[config.mk]
export PLATFORM = sky130hd
export DESIGN_NAME = adsr_envelope_flat
export DESIGN_NICKNAME = d
export VERILOG_FILES = /design/src/rtl/adsr_envelope_if.sv /design/src/rtl/adsr_envelope.sv /design/src/flat_wrapper.sv
export SDC_FILE = /design/constraint.sdc
export NUM_CORES = 1
export LEC_CHECK = 0
export ABC_AREA = 0
export BUFFER_PORTS_ARGS = -buffer_cell sky130_fd_sc_hd__buf_2
export CORE_MARGIN = 10
export CORE_UTILIZATION = 65
export DETAILED_ROUTE_END_ITERATION = 12
export PLACE_DENSITY = 0.83
export RECOVER_POWER = 25
export SLEW_MARGIN = 5
export SYNTH_ARGS = -nofsm -noshare
export SYNTH_HDL_FRONTEND = slang
export SYNTH_SLANG_ARGS = --single-unit
[constraint.sdc]
create_clock -name clk -period 16.46 [get_ports clk]
set_input_delay 3.292 -clock clk [delete_from_list [all_inputs] [get_ports clk]]
set_output_delay 3.292 -clock clk [all_outputs]
set_load 0.01 [all_outputs]
[src/rtl/adsr_envelope_if.sv]
// Sample stream between the tone generator and the envelope stage.
// The master drives samples and strobes; the slave returns the enveloped sample.
interface adsr_envelope_if;
  logic [15:0] pre_sample_in;
  logic        in_ready;
  logic [15:0] sample_out;

  modport master (output pre_sample_in, output in_ready, input sample_out);
  modport slave  (input pre_sample_in, input in_ready, output sample_out);
endinterface

[src/rtl/adsr_envelope.sv]
// Self-retriggering ADSR amplitude envelope.
// The Q1.15 gain advances once per sample strobe and scales each signed 16-bit sample.
module adsr_envelope #(
  parameter logic [15:0] ATTACK_STEP     = 16'd2048,
  parameter logic [15:0] DECAY_STEP      = 16'd1024,
  parameter logic [15:0] SUSTAIN_LEVEL   = 16'h4000,
  parameter logic [15:0] SUSTAIN_SAMPLES = 16'd32,
  parameter logic [15:0] RELEASE_STEP    = 16'd512
) (
  input logic           clk,
  input logic           reset,
  adsr_envelope_if.slave bus
);

  localparam logic [15:0] GAIN_MAX = 16'h8000;

  typedef enum logic [1:0] {
    ATTACK,
    DECAY,
    SUSTAIN,
    RELEASE
  } state_t;

  state_t             state;
  logic [15:0]        gain;
  logic [15:0]        sus_cnt;
  logic [15:0]        out_q;

  logic signed [32:0] product;
  logic [16:0]        att_sum;
  logic [16:0]        dec_diff;
  logic [16:0]        rel_diff;
  logic [15:0]        att_next;
  logic [15:0]        dec_next;
  logic [15:0]        rel_next;

  // Product uses the gain held before this strobe's update.
  always_comb begin
    product = $signed(bus.pre_sample_in) * $signed({1'b0, gain});
  end

  // 17-bit sums/differences; bit 16 flags carry or borrow so every step clamps.
  always_comb begin
    att_sum  = {1'b0, gain} + {1'b0, ATTACK_STEP};
    dec_diff = {1'b0, gain} - {1'b0, DECAY_STEP};
    rel_diff = {1'b0, gain} - {1'b0, RELEASE_STEP};

    att_next = (att_sum >= {1'b0, GAIN_MAX}) ? GAIN_MAX : att_sum[15:0];

    if (dec_diff[16] || (dec_diff[15:0] <= SUSTAIN_LEVEL))
      dec_next = SUSTAIN_LEVEL;
    else
      dec_next = dec_diff[15:0];

    if (rel_diff[16] || (rel_diff[15:0] == '0))
      rel_next = '0;
    else
      rel_next = rel_diff[15:0];
  end

  always_ff @(posedge clk or posedge reset) begin
    if (reset) begin
      state   <= ATTACK;
      gain    <= '0;
      sus_cnt <= '0;
      out_q   <= '0;
    end else if (bus.in_ready) begin
      out_q <= 16'(product >>> 15);
      case (state)
        ATTACK: begin
          gain <= att_next;
          if (att_next == GAIN_MAX) state <= DECAY;
        end
        DECAY: begin
          gain <= dec_next;
          if (dec_next == SUSTAIN_LEVEL) begin
            state   <= SUSTAIN;
            sus_cnt <= '0;
          end
        end
        SUSTAIN: begin
          sus_cnt <= sus_cnt + 16'd1;
          if (sus_cnt == SUSTAIN_SAMPLES - 16'd1) state <= RELEASE;
        end
        RELEASE: begin
          gain <= rel_next;
          if (rel_next == '0) state <= ATTACK;
        end
        default: state <= ATTACK;
      endcase
    end
  end

  assign bus.sample_out = out_q;

endmodule

[src/flat_wrapper.sv]
// flat-port wrapper written by rule: the top's interface ports become plain ports
module adsr_envelope_flat 
#(
  parameter logic [15:0] ATTACK_STEP     = 16'd2048,
  parameter logic [15:0] DECAY_STEP      = 16'd1024,
  parameter logic [15:0] SUSTAIN_LEVEL   = 16'h4000,
  parameter logic [15:0] SUSTAIN_SAMPLES = 16'd32,
  parameter logic [15:0] RELEASE_STEP    = 16'd512
)
  (clk, reset, bus_pre_sample_in, bus_in_ready, bus_sample_out);
  adsr_envelope_if bus_i ();
  input logic clk;
  input logic reset;
  input wire logic [$bits(bus_i.pre_sample_in)-1:0] bus_pre_sample_in;
  input wire logic [$bits(bus_i.in_ready)-1:0] bus_in_ready;
  output wire logic [$bits(bus_i.sample_out)-1:0] bus_sample_out;
  assign bus_i.pre_sample_in = bus_pre_sample_in;
  assign bus_i.in_ready = bus_in_ready;
  assign bus_sample_out = bus_i.sample_out;
  adsr_envelope #(.ATTACK_STEP(ATTACK_STEP), .DECAY_STEP(DECAY_STEP), .SUSTAIN_LEVEL(SUSTAIN_LEVEL), .SUSTAIN_SAMPLES(SUSTAIN_SAMPLES), .RELEASE_STEP(RELEASE_STEP)) u_core (.clk(clk), .reset(reset), .bus(bus_i));
endmodule
==> results.md, run 1 <==
- Status: finished with violations
- Violated checks: max-capacitance violations, max-slew violations
- Critical R2R Capture: u_core.bus.sample_out[6]
- # rows: 48
- Initial antenna violation count: 0
- Mux contribution to synthesized area: 0.00970
- Vias in the first global route: 9822
- Largest net degree at the start of global routing: 51
- Global Route Usage Sum: 0.240
- Post-Route Setup TNS: 0 ns
- Layout fillers: 1360
- DRC viols: 0
- Ys async rst share: 1.00
- Cts hold-fix bufs: 0
- #FFs+latches synth: 50
- DP Area: 0.0118 mm²
- Routability cong.: 0.923
- Fmax: 113 MHz
- Grt total ovfl: 0
- N_diodes: 0
- Slew HR: -0.264
- Layout cells sized above 1: 0.0508
- Vias/cell: 5.99
- Setup crit end kind: flip-flop
- Post-Syn Area: 0.0115 mm²
- Setup crit start kind: primary input
- RSZ-0062 raised after global routing: false
- WP data arrival: 9.04 ns
- Max-cap violations: 1
- Post-synth EDFFs: 0
- Routed len/inst: 18.1 µm
- CP max FO: 16
- Reg2reg start: u_core.gain[13]
- Final period util: 0.538
- Root Driver: clkbuf_16
- Die Wd: 153 µm
- Post-CTS Setup Bufs: 0
- Final #Nets: 1630
- I/O pins: 35
- Final Max Slew Viols: 51
- Worst Hold Class: reg2reg
- CTS HTree Levels: 2
- Initial Util: 0.664
- CP required: 16.65 ns
- Syn Nets: 1640
- DRT Wirelength: 27600 µm
- Main combinational cell family by area after synthesis: adder cells
- Netlist cell types: 67
- Post-synth top area share: 0.336
- Top FF cell, synth: dfrtp_1
- Post-layout util: 0.690
- Clock-pin slew on the worst setup and hold paths: 0.07 ns
- Clk sinks: 50
- Critical path class: in2reg
- I/O Buffers: 34
- Synth Area in Adders: 0.467
- DRT iter0 DRCs: 595
- Dpl hpwl: 21400 µm
- Drt first pass iters: 5
- Warnings, synthesis: 0
- Core ar.: 0.0173 mm²
- Via count: 9133
- Skew final: 0.00980 ns
- DIE AREA: 0.0234 mm²
- CTS tree: done
- Hold Fails Final Rpt: 0
- Endpoints failing setup: 0
- Synthesis-to-layout area growth: 3.86%
- CTS resizes: 0
- Crit path time final: 8.85 ns
- Synth Area in Simple Gates: 0.200
- Clock buffer depth: 2
- Worst-Skew Late Latency: 0.30 ns
- Die Y: 153 µm
- XOR/XNOR Fraction of Synth Area: 0.0160
- R2R cell count: 17
- Synth Area in Compound Gates: 0.0937
- Worst hold slack: 0.488 ns
- Top post-synthesis cells by area: fa_1, ha_1, dfrtp_1
- Leading area contributor after synthesis: fa_1
- First-pass GRT wire length: 47100 µm
- Antenna viol nets, final: 0
- Cts bufs inserted: 5
- R2r setup slk: 9.84 ns
- Least-Margin Pin Slew: 1.89 ns
- Worst Hold Path EP: u_core.bus.sample_out[11]
- Syn Inst Count: 1308
- Hold Path Origin: u_core.bus.sample_out[11]
- Seq/Total Area, Yosys: 0.109
- Avg Cell Area, Syn: 8.78 µm²
- Cells on Worst Hold Path: 2
- Final instance area: 0.0119 mm²
-- logic make-up after synthesis --
family          after synthesis
fa+ha+maj                   313
buf+inv                     317
xor+xnor                     21
mux                          10
compound gates              158
flops                        50
simple gates                439
-- placed cells by master (no fill, tap or decap), drive strengths merged, types with 5 or more instances in the layout --
master	count
a211oi	6
a21oi	41
a22o	7
a31oi	7
and2	135
and3	17
buf	38
clkbuf	5
dfrtp	50
fa	193
ha	120
inv	263
mux2	6
nand2	159
nand2b	10
nand3	23
nand4	7
nor2	33
nor2b	9
nor3	13
nor4	5
o211ai	14
o21ai	32
o31ai	12
or4	7
xnor2	10
xor2	11
-- through the flow --
stage / cells / setup WS [ns]
2_1_floorplan: 1308 / 7.82
3_3_place_gp: 1516 / 7.48
3_5_place_dp: 1516 / 7.34
4_1_cts: 1524 / 7.64
5_1_grt: 1524 / 7.28
6_report: 1524 / 7.61
-- cell type report --
class                      instances  area (µm²)  share of cell area
sequential                        50        1250               0.105
clock buffer                       5         125              0.0105
inverter                         262         983              0.0825
tap                              225         282              0.0236
clock inverter                     3        47.5             0.00399
multi-input combinational        941        9040               0.758
timing repair buffer              38         200              0.0168
-- registers in the layout (all words and copies together), names as in the netlist --
| register | count |
|---|---|
| u_core.bus.sample_out | 16 |
| u_core.gain | 16 |
| u_core.sus_cnt | 16 |
| u_core.state | 2 |
-- worst max-delay path by stage --
stage	startpoint	endpoint	slack, ns
finish	bus_pre_sample_in[2]	u_core.bus.sample_out[6]	7.61
global route	bus_pre_sample_in[15]	u_core.bus.sample_out[6]	7.28
detailed placement	bus_pre_sample_in[2]	u_core.bus.sample_out[6]	7.34
floorplan	bus_pre_sample_in[1]	u_core.bus.sample_out[12]	7.82
CTS	bus_pre_sample_in[2]	u_core.bus.sample_out[6]	7.64
global placement	bus_pre_sample_in[1]	u_core.bus.sample_out[12]	7.48
-- worst max-delay path, stage by stage --
cell      delay (ns)
buf_2           0.32
nand2_1         0.14
fa_1            0.55
fa_1            0.54
fa_1            0.51
inv_1           0.06
fa_1            0.48
fa_1            0.52
inv_1           0.05
fa_1            0.47
inv_1           0.04
ha_1            0.37
o21ai_0         0.18
o211ai_1        0.26
nor2_1          0.06
a211oi_1        0.72
xor2_1          0.15
mux2_2          0.30
-- cells in the mapped netlist, drive strengths merged (9+ instances only) --
cell type    n
a21oi       41
and2       135
and3        17
clkbuf      50
dfrtp       50
fa         193
ha         120
inv        262
nand2      159
nand2b      10
nand3       23
nor2        33
nor2b        9
nor3        13
o211ai      14
o21ai       32
o31ai       12
xnor2       10
xor2        11
-- per-layer routing --
layer	track usage	up-vias	share of wire	wire, µm
li1	-	4106	-	-
met1	0.294	4628	0.39	10800
met2	0.427	330	0.52	14300
met3	0.0255	69	0.058	1590
met4	0.0872	0	0.033	909
met5	0	-	0	0
Power of run 1 is left out: the tool's default activity adds up to more than one toggle a clock period on the data nets, which glitch-free logic cannot reach.
==> inputs of run 2 (changes only) <==
--- a/config.mk
+++ b/config.mk
@@ -5,7 +5,7 @@
 export SDC_FILE = /design/constraint.sdc
 export NUM_CORES = 1
 export LEC_CHECK = 0
-export ABC_AREA = 0
+export ABC_AREA = 1
 export BUFFER_PORTS_ARGS = -buffer_cell sky130_fd_sc_hd__buf_2
 export CORE_MARGIN = 10
 export CORE_UTILIZATION = 65
==> constraint.sdc (replaced) <==
create_clock -name clk -period 9.17 [get_ports clk]
set_input_delay 1.834 -clock clk [delete_from_list [all_inputs] [get_ports clk]]
set_output_delay 1.834 -clock clk [all_outputs]
set_load 0.01 [all_outputs]
==> results.md, run 2 <==
- Slew HR: -0.270 (was -0.264)
- Top post-synthesis cells by area: fa_1, inv_1, nand2_1 (was fa_1, ha_1, dfrtp_1)
- Critical path class: in2reg (unchanged)
- Antenna viol nets, final: 0 (unchanged)
- Synth top cells by count: inv_1, nand2_1, fa_1 (was inv_1, fa_1, nand2_1)
- Post-synth EDFFs: 0 (unchanged)
- Avg Cell Area, Syn: 7.29 µm² (was 8.78 µm²)
- I/O pins: 35 (unchanged)
- Core ar.: 0.0186 mm² (was 0.0173 mm²)
- Worst-Skew Late Latency: 0.30 ns (about the same)
- #FFs+latches synth: 50 (unchanged)
- Final #Nets: 1984 (was 1630)
- Vias/cell: 5.45 (was 5.99)
- DRT Wirelength: 29700 µm (was 27600 µm)
- RSZ-0062 raised after global routing: false (unchanged)
- Warnings, synthesis: 0 (unchanged)
- Crit path time final: 6.97 ns
- Final period util: 0.760
- # rows: 50 (was 48)
- DRC viols: 0 (unchanged)
- Die Y: 157 µm (was 153 µm)
- Clock-pin slew on the worst setup and hold paths: 0.07 ns (about the same)
- CTS resizes: 0 (unchanged)
- Hold Fails Final Rpt: 0 (unchanged)
- Grt total ovfl: 0 (unchanged)
- Routed len/inst: 15.7 µm (was 18.1 µm)
- CP required: 9.36 ns (was 16.65 ns)
- Post-CTS Setup Bufs: 0 (unchanged)
- N_diodes: 0 (unchanged)
- Post-synth top area share: 0.316 (was 0.336)
- Vias in the first global route: 10.7k (was 9822)
- CTS HTree Levels: 2 (unchanged)
- Via count: 10.3k (was 9133)
- Initial Util: 0.657 (was 0.664)
- Drt first pass iters: 6 (was 5)
- CP max FO: 16 (unchanged)
- Setup crit end kind: flip-flop (unchanged)
- Most frequent cells in the layout: inv_1, nand2_1, fa_1 (was inv_1, fa_1, nand2_1)
- Clk sinks: 50 (unchanged)
- Cts hold-fix bufs: 0 (unchanged)
- CTS tree: done (unchanged)
- Initial antenna violation count: 0 (unchanged)
- Fmax: 143 MHz
- Synthesis-to-layout area growth: 2.92% (was 3.86%)
- WP data arrival: 7.16 ns (was 9.04 ns)
- Worst Hold Class: reg2reg (unchanged)
- Routability cong.: 1.03 (was 0.923)
- Seq/Total Area, Yosys: 0.102 (was 0.109)
- Clock buffer depth: 2 (unchanged)
- Setup crit start kind: primary input (unchanged)
- DRT iter0 DRCs: 961 (was 595)
- First-pass GRT wire length: 50800 µm (was 47100 µm)
- Pre-CTS setup slack: 1.97 ns (was 7.34 ns)
- Global Route Usage Sum: 0.252 (was 0.240)
- Final WS setup: 2.20 ns (was 7.61 ns)
- Layout cells sized above 1: 0.0544 (was 0.0508)
- Post-Route Setup TNS: 0 ns (unchanged)
- Syn Inst Count: 1676 (was 1308)
- Top FF cell, synth: dfrtp_1 (unchanged)
- Syn Nets: 2008 (was 1640)
- Die Wd: 157 µm (was 153 µm)
- I/O Buffers: 34 (unchanged)
- Skew final: 0.00729 ns (was 0.00980 ns)
- DIE AREA: 0.0247 mm² (was 0.0234 mm²)
- Root Driver: clkbuf_16 (unchanged)
- Leading area contributor after synthesis: fa_1 (unchanged)
- Least-Margin Pin Slew: 1.90 ns (was 1.89 ns)
- Endpoints failing setup: 0 (unchanged)
- Netlist cell types: 40 (was 67)
- Status: finished with violations (unchanged)
- Post-Syn Area: 0.0122 mm² (was 0.0115 mm²)
- Commonest non-fill, non-tap cell in the layout: inv_1 (unchanged)
- Largest net degree at the start of global routing: 51 (unchanged)
- Cts bufs inserted: 5 (unchanged)
- Count leader, synth: inv_1 (unchanged)
- Violated checks: max-capacitance violations, max-slew violations (unchanged)
- Final Max Slew Viols: 51 (unchanged)
- Dpl hpwl: 24000 µm (was 21400 µm)
- Max-cap violations: 1 (unchanged)
- Ys async rst share: 1.00 (unchanged)
run 2: changes by cell type after synthesis, sizes merged, moves of 17 or more:
cell   previous run  this run
nand2           159       450
and2            135         0
and3             17         0
nor2             33        88
inv             262       458
nand3            23        71
run 2: cell families after synthesis:
| family | share of synthesized area |
|---|---|
| flip-flops | 0.102 |
| buffers and inverters | 0.167 |
| adder cells (fa/ha/maj) | 0.439 |
| AO/OA/AOI/OAI | 0.0524 |
| XOR/XNOR | 0.0149 |
| AND/OR/NAND/NOR | 0.224 |
run 2: metrics by stage:
step	instances	hold WS [ns]	util	area, µm²
2_1_floorplan	1676	0.455	-	12200
3_3_place_gp	1879	0.458	0.667	12400
3_5_place_dp	1879	0.460	0.667	12400
4_1_cts	1887	0.484	0.677	12600
5_1_grt	1887	0.508	0.677	12600
6_report	1887	0.484	0.677	12600
run 2: final timing paths:
| path | from | to | slack, ns | cells past startpoint |
|---|---|---|---|---|
| worst max-delay path | bus_pre_sample_in[7] | u_core.bus.sample_out[6] | 2.20 | 23 |
| worst min-delay path | u_core.bus.sample_out[12] | u_core.bus.sample_out[12] | 0.48 | 2 |
| worst max register to register | u_core.gain[6] | u_core.bus.sample_out[6] | 3.09 | 20 |
| worst min register to register | u_core.bus.sample_out[12] | u_core.bus.sample_out[12] | 0.48 | 2 |
| max in group asynchronous | reset | u_core.bus.sample_out[4] | 5.93 | 2 |
| min in group asynchronous | reset | u_core.sus_cnt[13] | 2.15 | 2 |
run 2: worst max-delay path, stage by stage:
cell	delay (ns)
buf_2	0.33
nand2_1	0.14
fa_1	0.58
inv_1	0.05
fa_1	0.50
inv_1	0.06
fa_1	0.54
inv_1	0.06
fa_1	0.40
fa_1	0.51
inv_1	0.04
fa_1	0.52
inv_1	0.06
ha_1	0.34
nand2_1	0.14
nor4_1	0.48
nand2_1	0.11
nand2_1	0.11
nand2_1	0.09
nand2_1	0.07
nand2_1	0.04
nand3_1	0.09
nand2_1	0.06
run 2: layout make-up:
type                    count  area, µm²
clock buffers               5        125
repair buffers             39        208
fillers                  1552       6010
well taps                 234        293
inverters                 458       1720
flip-flops and latches     50       1250
multi-input cells        1098       8930
clock inverters             3       48.8
run 2: metal layers:
| layer | vias up | share of wire | track usage |
|---|---|---|---|
| met4 | 0 | 0.023 | 0.0646 |
| met1 | 4895 | 0.41 | 0.334 |
| met5 | - | 0 | 0 |
| li1 | 4838 | - | - |
| met3 | 64 | 0.095 | 0.0442 |
| met2 | 480 | 0.47 | 0.420 |
Power of run 2 is left out for the same reason.
==> inputs of run 3 (changes only) <==
--- a/config.mk
+++ b/config.mk
@@ -8,9 +8,9 @@
 export ABC_AREA = 1
 export BUFFER_PORTS_ARGS = -buffer_cell sky130_fd_sc_hd__buf_2
 export CORE_MARGIN = 10
-export CORE_UTILIZATION = 65
+export CORE_UTILIZATION = 60
 export DETAILED_ROUTE_END_ITERATION = 12
-export PLACE_DENSITY = 0.83
+export PLACE_DENSITY = 0.8
 export RECOVER_POWER = 25
 export SLEW_MARGIN = 5
 export SYNTH_ARGS = -nofsm -noshare
==> constraint.sdc (replaced) <==
create_clock -name clk -period 5.7 [get_ports clk]
set_input_delay 1.14 -clock clk [delete_from_list [all_inputs] [get_ports clk]]
set_output_delay 1.14 -clock clk [all_outputs]
set_load 0.01 [all_outputs]
==> results.md, run 3 (synthesis results as in run 2) <==
- Grt total ovfl: 0 (unchanged)
- Largest stage delay on the critical path: 0.54 ns (was 0.58 ns)
- Crit path cell chain: buf_12 -> nand2_2 -> inv_2 -> fa_1 -> inv_2 -> fa_1 -> inv_1 -> fa_1 -> fa_1 -> fa_1 -> inv_1 -> fa_1 -> inv_2 -> ha_4 -> nand2_4 -> buf_4 -> nor3_2 -> buf_4 -> nand3_1 -> nand2_1 -> nand2_1 -> nand3_1 -> nand2_1 (was buf_2 -> nand2_1 -> fa_1 -> inv_1 -> fa_1 -> inv_1 -> fa_1 -> inv_1 -> fa_1 -> fa_1 -> inv_1 -> fa_1 -> inv_1 -> ha_1 -> nand2_1 -> nor4_1 -> nand2_1 -> nand2_1 -> nand2_1 -> nand2_1 -> nand2_1 -> nand3_1 -> nand2_1)
- Global Route Usage Sum: 0.249 (was 0.252)
- Met3 Track Usage GR: 0.0432 (was 0.0442)
- Register Area: 0.00125 mm² (about the same)
- DRC viols: 0 (unchanged)
- Final period util: 1.01
- DIE AREA: 0.0265 mm² (was 0.0247 mm²)
- Worst-Skew Late Latency: 0.30 ns (about the same)
- Initial antenna violation count: 0 (unchanged)
- CP max FO: 7 (was 16)
- Via count: 10.8k (was 10.3k)
- Clock buffer depth: 2 (unchanged)
- Area of the multi-input gates: 0.00986 mm² (was 0.00893 mm²)
- Worst Hold Class: reg2reg (unchanged)
- Critical path class: in2reg (unchanged)
- DRT Wirelength: 33400 µm (was 29700 µm)
- Die Y: 163 µm (was 157 µm)
- Endpoints failing setup: 2 (was 0)
- Fmax: 174 MHz
- Clock-pin slew on the worst setup and hold paths: 0.06 ns (was 0.07 ns)
- Post-layout util: 0.726 (was 0.677)
- Largest net degree at the start of global routing: 51 (unchanged)
- Status: finished with violations (unchanged)
- Vias in the first global route: 11.3k (was 10.7k)
- Slew HR: -0.802 (was -0.270)
- Met1 Use GR: 0.322 (was 0.334)
- Crit path depth: 23 (unchanged)
- Layout Cells excl Fill: 2032 (was 1887)
- Final WS setup: -0.0502 ns (was 2.20 ns)
- Crit-path slowest cell: fa_1 (unchanged)
- Cells on Worst Hold Path: 2 (unchanged)
- Grt peak-use layer: met2 (unchanged)
- Vias/cell: 5.34 (was 5.45)
- Dpl hpwl: 26400 µm (was 24000 µm)
- First-pass GRT wire length: 54000 µm (was 50800 µm)
- Crit path time final: 5.75 ns
- Initial Util: 0.608 (was 0.657)
- DRT iter0 DRCs: 1005 (was 961)
- N_diodes: 0 (unchanged)
- Least-Margin Pin Slew: 2.70 ns (was 1.90 ns)
- Setup crit end kind: flip-flop (unchanged)
- CTS HTree Levels: 2 (unchanged)
- Layout fillers: 1476 (was 1552)
- Top delay family on crit path: adder cells (unchanged)
- Post-Route Setup TNS: -0.0584 ns (was 0 ns)
- Violated checks: max-capacitance violations, max-slew violations, negative setup slack (was max-capacitance violations, max-slew violations)
- Die Wd: 163 µm (was 157 µm)
- Cts bufs inserted: 5 (unchanged)
- Worst hold slack: 0.488 ns (was 0.484 ns)
- Hold Fails Final Rpt: 0 (unchanged)
- Commonest non-fill, non-tap cell in the layout: inv_1 (unchanged)
- Drt first pass iters: 5 (was 6)
- CP required: 5.88 ns (was 9.36 ns)
- Layout cells sized above 1: 0.222 (was 0.0544)
- Buf/Inv on CP: 8 (was 6)
- Antenna viol nets, final: 0 (unchanged)
- Max-cap violations: 1 (unchanged)
- Core ar.: 0.0201 mm² (was 0.0186 mm²)
- I/O pins: 35 (unchanged)
- Cts hold-fix bufs: 0 (unchanged)
- # rows: 52 (was 50)
- I/O Buffers: 34 (unchanged)
- Setup crit start kind: primary input (unchanged)
- Root Driver: clkbuf_16 (unchanged)
- Final #Nets: 2093 (was 1984)
- Skew final: 0.0102 ns (was 0.00729 ns)
- Synthesis-to-layout area growth: 19.4% (was 2.92%)
- Clk sinks: 50 (unchanged)
- WP data arrival: 5.93 ns (was 7.16 ns)
- R2R cell count: 20 (unchanged)
- Routability cong.: 0.917 (was 1.03)
- Final Max Slew Viols: 51 (unchanged)
- Grt met2 use: 0.414 (was 0.420)
- Most frequent cells in the layout: inv_1, nand2_1, fa_1 (unchanged)
- CTS tree: done (unchanged)
- RSZ-0062 raised after global routing: true (was false)
- Most used cell, CP: fa_1 (was nand2_1)
- Post-Place Cells: 2011 (was 1879)
- Routed len/inst: 16.5 µm (was 15.7 µm)
[run 3: changes by cell type in the layout (fill, tap and decap cells not counted), moves of 16 or more]
cell	before	now
buf_4	5	101
nand2_1	445	400
inv_1	454	416
inv_2	4	41
nand2_2	2	31
nor2_1	85	61
ha_1	120	100
a21oi_1	50	31
ha_4	0	18
fa_1	193	177
fa_2	0	16
[run 3: worst register-to-register path, cell delays in order, from the launching register on]
cell and delay, ns:
dfrtp_1 0.70, buf_4 0.32, nand2_1 0.11, fa_1 0.54, inv_1 0.05, fa_1 0.58
fa_1 0.45, fa_1 0.53, fa_1 0.44, ha_1 0.30, ha_2 0.43, nand2_4 0.11
nor2_4 0.10, inv_1 0.07, nor3_2 0.14, buf_4 0.15, nand3_1 0.09, nand2_1 0.08
nand2_1 0.06, nand3_1 0.10, nand2_1 0.07
[run 3: final cells by class]
class	instances	share of cell area
sequential	50	0.0859
clock buffer	7	0.00978
clock inverter	1	0.000600
timing repair buffer	148	0.0869
tap	270	0.0232
inverter	458	0.118
multi-input combinational	1098	0.676
[run 3: path summary, 6_finish.rpt]
check                                           endpoint  slack, ns                     start
worst max register to register  u_core.bus.sample_out[8]       0.14           u_core.gain[10]
max in group asynchronous                 u_core.gain[8]       2.12                     reset
min in group asynchronous       u_core.bus.sample_out[1]       1.85                     reset
worst min-delay path            u_core.bus.sample_out[7]       0.49  u_core.bus.sample_out[7]
worst min register to register  u_core.bus.sample_out[7]       0.49  u_core.bus.sample_out[7]
worst max-delay path            u_core.bus.sample_out[8]      -0.05     bus_pre_sample_in[10]
[run 3: timing repair]
item	4_1_cts	5_1_grt
cloned	0	2
setup buffers	4	7
resized for setup	63	191
endpoints found under the setup margin	14	16
pin swaps	12	60
[run 3: routing by layer]
metal,wire (µm),part of all wire,vias up
met5,0,0,-
met4,1230,0.037,0
met2,16000,0.48,501
met1,13300,0.40,5190
li1,-,-,5064
met3,2910,0.087,91
[run 3: per-stage QoR]
| step | area (µm²) | setup WS (ns) |
|---|---|---|
| CTS | 13900 | -0.0198 |
| global placement | 13500 | -0.403 |
| floorplan | 12600 | -0.0731 |
| global route | 14600 | -0.200 |
| detailed placement | 13500 | -0.489 |
| finish | 14600 | -0.0502 |
Power of run 3 is left out for the same reason.
